--- src/rtl/game_pkg.sv ---
// Shared game types and defaults, used by game_ctrl and the duck sprite block.
package game_pkg;

  typedef enum logic [1:0] {
    TITLE  = 2'b00,
    INTRO  = 2'b01,
    FLYING = 2'b10,
    RESULT = 2'b11
  } game_state_t;

  localparam int unsigned DEF_SHELLS          = 3;
  localparam int unsigned DEF_DUCKS_PER_ROUND = 10;
  localparam int unsigned DEF_QUOTA           = 6;
  localparam int unsigned DEF_HIT_POINTS      = 500;

  // Score accumulate that pins at full scale instead of wrapping.
  function automatic logic [15:0] sat_add16(input logic [15:0] a, input logic [15:0] b);
    logic [16:0] s;
    s = {1'b0, a} + {1'b0, b};
    return s[16] ? 16'hFFFF : s[15:0];
  endfunction

endpackage

--- src/rtl/game_ctrl_if.sv ---
// Controller <-> duck block / HUD signal bundle. master = game_ctrl side.
interface game_ctrl_if;
  import game_pkg::*;

  logic        frame_clk;
  logic        start;
  logic        trigger;
  logic        bird_shot;
  logic        flew_away;
  game_state_t state;
  logic        shot;
  logic [1:0]  shells_left;
  logic [3:0]  ducks_hit;
  logic [3:0]  duck_count;
  logic [3:0]  round;
  logic [15:0] score;
  logic        last_hit;

  modport master (
    input  frame_clk, start, trigger, bird_shot, flew_away,
    output state, shot, shells_left, ducks_hit, duck_count, round, score, last_hit
  );

  modport slave (
    output frame_clk, start, trigger, bird_shot, flew_away,
    input  state, shot, shells_left, ducks_hit, duck_count, round, score, last_hit
  );

endinterface

--- src/rtl/game_ctrl_edge_sync.sv ---
// edge_sync: DEPTH-stage synchronizer followed by a registered rising-edge
// detector. Output is a one-cycle pulse DEPTH+1 clocks after the input rises.
module edge_sync #(
  parameter int DEPTH = 2
) (
  input  logic Clk,
  input  logic Reset,
  input  logic d,
  output logic pulse
);

  logic [DEPTH-1:0] sync_q, sync_d;
  logic             dly_q, dly_d;
  logic             pulse_q, pulse_d;

  // Shift the input through the sync chain and flag 0->1 at its end.
  always_comb begin
    sync_d[0] = d;
    for (int i = 1; i < DEPTH; i++) sync_d[i] = sync_q[i-1];
    dly_d   = sync_q[DEPTH-1];
    pulse_d = sync_q[DEPTH-1] & ~dly_q;
  end

  // Synchronous-reset register bank.
  always_ff @(posedge Clk) begin
    if (Reset) begin
      sync_q  <= '0;
      dly_q   <= 1'b0;
      pulse_q <= 1'b0;
    end else begin
      sync_q  <= sync_d;
      dly_q   <= dly_d;
      pulse_q <= pulse_d;
    end
  end

  assign pulse = pulse_q;

endmodule

--- src/rtl/game_ctrl.sv ---
// game_ctrl: frame-paced round controller for the duck game.
// Optional build macro GAME_CTRL_INFINITE_AMMO_EN: shells never run out and
// the out-of-ammo exit from FLYING is removed.
module game_ctrl
  import game_pkg::*;
#(
  parameter int unsigned SHELLS          = DEF_SHELLS,
  parameter int unsigned DUCKS_PER_ROUND = DEF_DUCKS_PER_ROUND,
  parameter int unsigned QUOTA           = DEF_QUOTA,
  parameter int unsigned INTRO_FRAMES    = 60,
  parameter int unsigned RESULT_FRAMES   = 90,
  parameter int unsigned HIT_POINTS      = DEF_HIT_POINTS
) (
  input logic        Clk,
  input logic        Reset,
  game_ctrl_if.master gif
);

  localparam int unsigned FRM_MAX = (INTRO_FRAMES > RESULT_FRAMES) ? INTRO_FRAMES : RESULT_FRAMES;
  localparam int unsigned FW      = $clog2(FRM_MAX + 1);

  logic fe, fire;

  // Same frame-edge timing as the duck block sees.
  edge_sync #(.DEPTH(1)) u_fe   (.Clk(Clk), .Reset(Reset), .d(gif.frame_clk), .pulse(fe));
  edge_sync #(.DEPTH(2)) u_fire (.Clk(Clk), .Reset(Reset), .d(gif.trigger),   .pulse(fire));

  game_state_t   state_q, state_d;
  logic          shot_q, shot_d;
  logic [1:0]    shells_q, shells_d;
  logic [3:0]    hits_q, hits_d;
  logic [3:0]    count_q, count_d;
  logic [3:0]    round_q, round_d;
  logic [15:0]   score_q, score_d;
  logic          last_q, last_d;
  logic [FW-1:0] frm_q, frm_d;
  logic          leave;
  logic [3:0]    count_n;

  // Next-state and counter updates; everything holds unless a branch says otherwise.
  always_comb begin
    state_d  = state_q;
    shot_d   = shot_q;
    shells_d = shells_q;
    hits_d   = hits_q;
    count_d  = count_q;
    round_d  = round_q;
    score_d  = score_q;
    last_d   = last_q;
    frm_d    = frm_q;
    leave    = 1'b0;
    count_n  = (count_q < 4'(DUCKS_PER_ROUND)) ? count_q + 4'd1 : count_q;
    case (state_q)
      TITLE: begin
        if (gif.start) begin
          state_d = INTRO;
          round_d = 4'd1;
          score_d = '0;
          hits_d  = '0;
          count_d = '0;
          frm_d   = '0;
        end
      end
      INTRO: begin
        if (fe) begin
          if (frm_q == FW'(INTRO_FRAMES - 1)) begin
            state_d  = FLYING;
            shells_d = 2'(SHELLS);
            frm_d    = '0;
          end else begin
            frm_d = frm_q + 1'b1;
          end
        end
      end
      FLYING: begin
        if (fe) begin
          // A pending shot is delivered on this edge and then retires.
          shot_d = 1'b0;
          if (gif.flew_away) begin
            leave  = 1'b1;
            last_d = 1'b0;
          end else if (gif.bird_shot) begin
            leave   = 1'b1;
            last_d  = 1'b1;
            hits_d  = (hits_q < 4'(DUCKS_PER_ROUND)) ? hits_q + 4'd1 : hits_q;
            score_d = sat_add16(score_q, 16'(HIT_POINTS));
          end
`ifdef GAME_CTRL_INFINITE_AMMO_EN
`else
          else if (shot_q && shells_q == 2'd0) begin
            leave  = 1'b1;
            last_d = 1'b0;
          end
`endif
        end
        if (leave) begin
          state_d = RESULT;
          shot_d  = 1'b0;
          frm_d   = '0;
        end else if (fire && !shot_q && shells_q != 2'd0) begin
          // Fire on the edge cycle itself still arms a shot for the next edge.
          shot_d = 1'b1;
`ifdef GAME_CTRL_INFINITE_AMMO_EN
          shells_d = shells_q;
`else
          shells_d = shells_q - 2'd1;
`endif
        end
      end
      RESULT: begin
        if (fe) begin
          if (frm_q == FW'(RESULT_FRAMES - 1)) begin
            frm_d = '0;
            if (count_n == 4'(DUCKS_PER_ROUND)) begin
              if (hits_q >= 4'(QUOTA)) begin
                state_d = INTRO;
                round_d = (round_q == 4'hF) ? round_q : round_q + 4'd1;
                hits_d  = '0;
                count_d = '0;
              end else begin
                state_d = TITLE;
                count_d = count_n;
              end
            end else begin
              state_d = INTRO;
              count_d = count_n;
            end
          end else begin
            frm_d = frm_q + 1'b1;
          end
        end
      end
      default: state_d = TITLE;
    endcase
  end

  // State and counter registers, synchronous reset.
  always_ff @(posedge Clk) begin
    if (Reset) begin
      state_q  <= TITLE;
      shot_q   <= 1'b0;
      shells_q <= '0;
      hits_q   <= '0;
      count_q  <= '0;
      round_q  <= '0;
      score_q  <= '0;
      last_q   <= 1'b0;
      frm_q    <= '0;
    end else begin
      state_q  <= state_d;
      shot_q   <= shot_d;
      shells_q <= shells_d;
      hits_q   <= hits_d;
      count_q  <= count_d;
      round_q  <= round_d;
      score_q  <= score_d;
      last_q   <= last_d;
      frm_q    <= frm_d;
    end
  end

  assign gif.state       = state_q;
  assign gif.shot        = shot_q;
  assign gif.shells_left = shells_q;
  assign gif.ducks_hit   = hits_q;
  assign gif.duck_count  = count_q;
  assign gif.round       = round_q;
  assign gif.score       = score_q;
  assign gif.last_hit    = last_q;

endmodule

--- src/flat_wrapper.sv ---
// flat-port wrapper written by rule: the top's interface ports become plain ports
module game_ctrl_flat import game_pkg::*;
#(
  parameter int unsigned SHELLS          = DEF_SHELLS,
  parameter int unsigned DUCKS_PER_ROUND = DEF_DUCKS_PER_ROUND,
  parameter int unsigned QUOTA           = DEF_QUOTA,
  parameter int unsigned INTRO_FRAMES    = 60,
  parameter int unsigned RESULT_FRAMES   = 90,
  parameter int unsigned HIT_POINTS      = DEF_HIT_POINTS
)
  (Clk, Reset, gif_frame_clk, gif_start, gif_trigger, gif_bird_shot, gif_flew_away, gif_state, gif_shot, gif_shells_left, gif_ducks_hit, gif_duck_count, gif_round, gif_score, gif_last_hit);
  game_ctrl_if gif_i ();
  input logic Clk;
  input logic Reset;
  input wire logic [$bits(gif_i.frame_clk)-1:0] gif_frame_clk;
  input wire logic [$bits(gif_i.start)-1:0] gif_start;
  input wire logic [$bits(gif_i.trigger)-1:0] gif_trigger;
  input wire logic [$bits(gif_i.bird_shot)-1:0] gif_bird_shot;
  input wire logic [$bits(gif_i.flew_away)-1:0] gif_flew_away;
  output wire logic [$bits(gif_i.state)-1:0] gif_state;
  output wire logic [$bits(gif_i.shot)-1:0] gif_shot;
  output wire logic [$bits(gif_i.shells_left)-1:0] gif_shells_left;
  output wire logic [$bits(gif_i.ducks_hit)-1:0] gif_ducks_hit;
  output wire logic [$bits(gif_i.duck_count)-1:0] gif_duck_count;
  output wire logic [$bits(gif_i.round)-1:0] gif_round;
  output wire logic [$bits(gif_i.score)-1:0] gif_score;
  output wire logic [$bits(gif_i.last_hit)-1:0] gif_last_hit;
  assign gif_i.frame_clk = gif_frame_clk;
  assign gif_i.start = gif_start;
  assign gif_i.trigger = gif_trigger;
  assign gif_i.bird_shot = gif_bird_shot;
  assign gif_i.flew_away = gif_flew_away;
  assign gif_state = gif_i.state;
  assign gif_shot = gif_i.shot;
  assign gif_shells_left = gif_i.shells_left;
  assign gif_ducks_hit = gif_i.ducks_hit;
  assign gif_duck_count = gif_i.duck_count;
  assign gif_round = gif_i.round;
  assign gif_score = gif_i.score;
  assign gif_last_hit = gif_i.last_hit;
  game_ctrl #(.SHELLS(SHELLS), .DUCKS_PER_ROUND(DUCKS_PER_ROUND), .QUOTA(QUOTA), .INTRO_FRAMES(INTRO_FRAMES), .RESULT_FRAMES(RESULT_FRAMES), .HIT_POINTS(HIT_POINTS)) u_core (.Clk(Clk), .Reset(Reset), .gif(gif_i));
endmodule
--- config.mk ---
export PLATFORM = sky130hd
export DESIGN_NAME = game_ctrl_flat
export DESIGN_NICKNAME = d
export VERILOG_FILES = /design/src/rtl/game_pkg.sv /design/src/rtl/game_ctrl_if.sv /design/src/rtl/game_ctrl_edge_sync.sv /design/src/rtl/game_ctrl.sv /design/src/flat_wrapper.sv
export SDC_FILE = /design/constraint.sdc
export NUM_CORES = 1
export LEC_CHECK = 0
export ABC_CLOCK_PERIOD_IN_PS = 3630
export CORE_MARGIN = 2
export CORE_UTILIZATION = 30
export CTS_BUF_LIST = sky130_fd_sc_hd__clkbuf_8
export CTS_CLUSTER_SIZE = 14
export DETAILED_ROUTE_END_ITERATION = 12
export GPL_ROUTABILITY_DRIVEN = 0
export PLACE_DENSITY_LB_ADDON = 0.1
export SKIP_CTS_REPAIR_TIMING = 1
export SYNTH_ARGS = -nofsm -noshare
export SYNTH_HDL_FRONTEND = slang
export SYNTH_SLANG_ARGS = --single-unit
export TNS_END_PERCENT = 100
--- constraint.sdc ---
create_clock -name Clk -period 3.63 [get_ports Clk]
set_input_delay 0.5445 -clock Clk [delete_from_list [all_inputs] [get_ports Clk]]
set_output_delay 0.5445 -clock Clk [all_outputs]
set_load 0.01 [all_outputs]
==> summary.txt <==
Library cells used by synthesis: 56
Internal Dissipation: 0.9920 mW
Final-layout setup total negative slack: 0 ps
Synth Area in Compound Gates: 0.2825
Portion of netlist area occupied by mux cells: 0.01157
Half-perimeter wire length after detailed placement: 4.886 mm
Max-capacitance violation count: 0
Maximum number of pins on one net before global-route repair: 25
Inserted Clock Buffers: 5
Reg-to-reg setup timing slack: 1050 ps
Worst hold-check slack: 384.1 ps
Syn_nets: 333
Final Critical Period: 2578 ps
Area used by sequential logic in the layout: 940.9 sq um
Slew of the pin with the lowest slew margin: 946.8 ps
Clock tree from TritonCTS: done
Startpoint-to-endpoint class of the critical path: flop to flop
Run status: finished, final reports clean
Mean instance size in the synthesized netlist: 8.238 sq um
I/O Buffers: 40
Relative contribution of sequential cells to total power: 0.369
Biggest area contributors in the synthesized netlist: sky130_fd_sc_hd__dfxtp_1, sky130_fd_sc_hd__ha_1, sky130_fd_sc_hd__a21oi_1
Overflow left after global routing: 0
Vertical die dimension: 97.01 um
Worst reg2reg path depth: 6
Number of filler cells placed in the layout: 877
Total number of nets in the final design: 368
Main synth FF type: sky130_fd_sc_hd__dfxtp_1
Adder-Cell Fraction of Synth Area: 0.05304
Average detailed-routed wire length per instance: 15.01 um
Register bit total from synthesis: 47
Crit start category: flop
Crit. Startpoint: u_core.gif.state[1]$_SDFFE_PP0P_
Clock power frac: 0.260
Final worst-path cycle share: 0.7102
# H-tree levels: 2
Root buffer cell: sky130_fd_sc_hd__clkbuf_8
Capture point of the worst reg-to-reg path: u_core.gif.score[6]$_SDFFE_PP0P_
Total power per unit cell area: 493.6 nW/um^2
First-iteration detailed-routing DRC count: 151
Netlist area before placement: 2595 sq um
Detailed Routing Iterations Pass 1: 4
Sink Count: 47
Post-synthesis sequential area ratio: 0.3626
Setup clock skew after layout: 5.370 ps
Final core occ: 0.3855
Final count of negative-setup-slack endpoints: 0
Die Width: 97.01 um
Overall track demand over capacity in global routing: 0.1441
Area occupied by multi-input gates: 1545 sq um
Leakage power: 1.077 nW
Peak supply drop: 0.0001750 V
Number of global-route vias before repair: 2,221
First-pass GRT wire length: 11.28 mm
Post-detailed-routing wire length: 6.844 mm
Ratio of cells with drive above 1 in the final layout: 0.06268
Clk slew on worst S/H paths: 90 ps
# IOs: 41
CORE AREA: 8299 sq um
Maximum count of clock buffers along a single path: 2
Design Power: 1.579 mW
Post-synthesis share of cell area spent on and, or, nand and nor gates: 0.2483
Crit path capture: u_core.gif.score[6]$_SDFFE_PP0P_
Antenna fix cells: 0
Detailed-route vias per instance: 5.384
Worst endpoint data arrival time: 2770 ps
Count of flip-flops with a built-in enable after synthesis: 0
Class of the tightest hold or removal check: flop to flop
Final antenna-violating net count: 0
FF-to-FF Start: u_core.gif.state[1]$_SDFFE_PP0P_
Final number of max-transition violations: 0
Parity-gate share of the synthesized area counting xor and xnor cells: 0
Warnings, synthesis: 0
Total number of vias: 2,455
Post-synth top area cell: sky130_fd_sc_hd__dfxtp_1
Antenna violations before repair: 0
Post-Syn Instances: 315
Starting Density: 0.3127
Net switching share of the total power: 0.3718
Power dissipated by switching net loads: 0.5871 mW
Headroom to the max-slew limit: 0.3658
Proportion of power drawn by combinational gates: 0.371
Total number of placement rows: 33
Number of failing hold endpoints at the final stage: 0
Area share of the largest cell type after synthesis: 0.3626
Clock network latency to the later pin of the worst-skew pair: 300 ps
Asr flop ratio synth: 0
RSZ-0062 raised after global routing: no
Max frequency: 0.3879 GHz
Area enclosed by the die boundary: 9410 sq um
CP Capture Type: flop
Data required time at the worst endpoint: 3830 ps
Synthesis-to-layout area growth: 23.29%
Dominant combinational cell family by area after synthesis: compound AO/OA/AOI/OAI gates
Drc violations: 0
Crit path max fanout: 17
cell type report:
class                           instances  share of cell area
Multi-Input combinational cell        241              0.4830
Sequential cell                        47              0.2941
Clock buffer                            6             0.02581
Tap cell                              105             0.04106
Clock inverter                          2             0.01095
Inverter                               13             0.01525
Timing Repair Buffer                   42              0.1298
routing by layer:
metal / GRT usage / routed length (um) / vias to the layer above
met1: 0.2135 / 3473 / 1136
met5: 0 / 0 / -
met4: 0.03250 / 67 / 0
met3: 0.03179 / 284 / 5
met2: 0.2126 / 3018 / 49
li1: - / - / 1265
worst max-delay path: stages (launching register included):
cell and delay [ps]:
sky130_fd_sc_hd__dfxtp_1 450, sky130_fd_sc_hd__ha_1 620, sky130_fd_sc_hd__nand4b_1 270, sky130_fd_sc_hd__a21oi_1 700
sky130_fd_sc_hd__o21ai_0 190, sky130_fd_sc_hd__a21oi_1 190, sky130_fd_sc_hd__nor2_1 50
power groups by stage:
stage | Sequential (mW) | Combinational, mW | Clock (mW)
3_3_place_gp | 0.594 | 0.591 | 0
2_1_floorplan | 0.595 | 0.413 | 0
3_5_place_dp | 0.595 | 0.591 | 0
6_report | 0.583 | 0.586 | 0.411
5_1_grt | 0.590 | 0.653 | 0.443
4_1_cts | 0.582 | 0.593 | 0.430
cell usage after synthesis, types with 3 or more instances:
master                       n
sky130_fd_sc_hd__a211o_1     3
sky130_fd_sc_hd__a211oi_1    8
sky130_fd_sc_hd__a21o_1      7
sky130_fd_sc_hd__a21oi_1    27
sky130_fd_sc_hd__a22oi_1     3
sky130_fd_sc_hd__a31o_2      3
sky130_fd_sc_hd__a31oi_1     5
sky130_fd_sc_hd__a41oi_1     3
sky130_fd_sc_hd__buf_2       3
sky130_fd_sc_hd__clkbuf_1    9
sky130_fd_sc_hd__dfxtp_1    47
sky130_fd_sc_hd__ha_1       11
sky130_fd_sc_hd__inv_1      11
sky130_fd_sc_hd__mux2i_1     3
sky130_fd_sc_hd__nand2_1    31
sky130_fd_sc_hd__nand3_1     8
sky130_fd_sc_hd__nand4_1     5
sky130_fd_sc_hd__nand4bb_1   3
sky130_fd_sc_hd__nor2_1     16
sky130_fd_sc_hd__nor2b_1     9
sky130_fd_sc_hd__nor3_1     10
sky130_fd_sc_hd__nor4_1      4
sky130_fd_sc_hd__o211ai_1    3
sky130_fd_sc_hd__o21ai_0    26
sky130_fd_sc_hd__o31a_1      3
sky130_fd_sc_hd__o31ai_1     3
sky130_fd_sc_hd__o41ai_1     3
sky130_fd_sc_hd__or2_2       3
sky130_fd_sc_hd__or3_1       8
logic make-up (layout without fill, tap and decap cells):
group | count (synthesis) | in the layout
AND/OR/NAND/NOR | 116 | 116
multiplexers | 3 | 3
buffers and inverters | 27 | 63
AO/OA/AOI/OAI | 111 | 111
adder cells (fa/ha/maj) | 11 | 11
flip-flops | 47 | 47
worst min path at each step:
stage / start / endpoint / slack [ps] / depth (start not counted)
floorplan: u_core.u_fe.dly_q$_SDFF_PP0_ / u_core.u_fe.pulse$_SDFF_PP0_ / 370 / 1
global placement: u_core.u_fire.dly_q$_SDFF_PP0_ / u_core.u_fire.pulse$_SDFF_PP0_ / 370 / 1
detailed placement: u_core.u_fire.dly_q$_SDFF_PP0_ / u_core.u_fire.pulse$_SDFF_PP0_ / 370 / 1
CTS: u_core.u_fire.dly_q$_SDFF_PP0_ / u_core.u_fire.pulse$_SDFF_PP0_ / 390 / 1
global route: u_core.u_fire.dly_q$_SDFF_PP0_ / u_core.u_fire.pulse$_SDFF_PP0_ / 400 / 1
finish: u_core.u_fire.dly_q$_SDFF_PP0_ / u_core.u_fire.pulse$_SDFF_PP0_ / 380 / 1
registers in the layout, indices dropped and copies added (netlist names), 2 cells and up:
register,flops
u_core.gif.duck_count,4
u_core.u_fire.sync_q,2
u_core.gif.round,4
u_core.gif.ducks_hit,4
u_core.gif.score,15
u_core.gif.shells_left,2
u_core.frm_q,7
u_core.gif.state,2
metrics by stage:
step / instances / instance area, sq um / setup slack, ps
5_1_grt: 456 / 3199 / 816.6
6_report: 456 / 3199 / 1052
3_5_place_dp: 448 / 3082 / 1071
4_1_cts: 456 / 3199 / 1051
3_3_place_gp: 448 / 3082 / 1044
2_1_floorplan: 315 / 2595 / 1499
cell usage in the layout, fill, tap and decap left out, types with 9 or more instances in the layout:
| master | Yosys | layout |
|---|---|---|
| sky130_fd_sc_hd__inv_1 | 11 | 11 |
| sky130_fd_sc_hd__o21ai_0 | 26 | 26 |
| sky130_fd_sc_hd__nor3_1 | 10 | 10 |
| sky130_fd_sc_hd__nor2b_1 | 9 | 9 |
| sky130_fd_sc_hd__clkdlybuf4s50_1 | 0 | 40 |
| sky130_fd_sc_hd__ha_1 | 11 | 11 |
| sky130_fd_sc_hd__a21oi_1 | 27 | 27 |
| sky130_fd_sc_hd__nand2_1 | 31 | 31 |
| sky130_fd_sc_hd__dfxtp_1 | 47 | 47 |
| sky130_fd_sc_hd__nor2_1 | 16 | 16 |
Note: power is estimated with default switching activity, not from simulation.
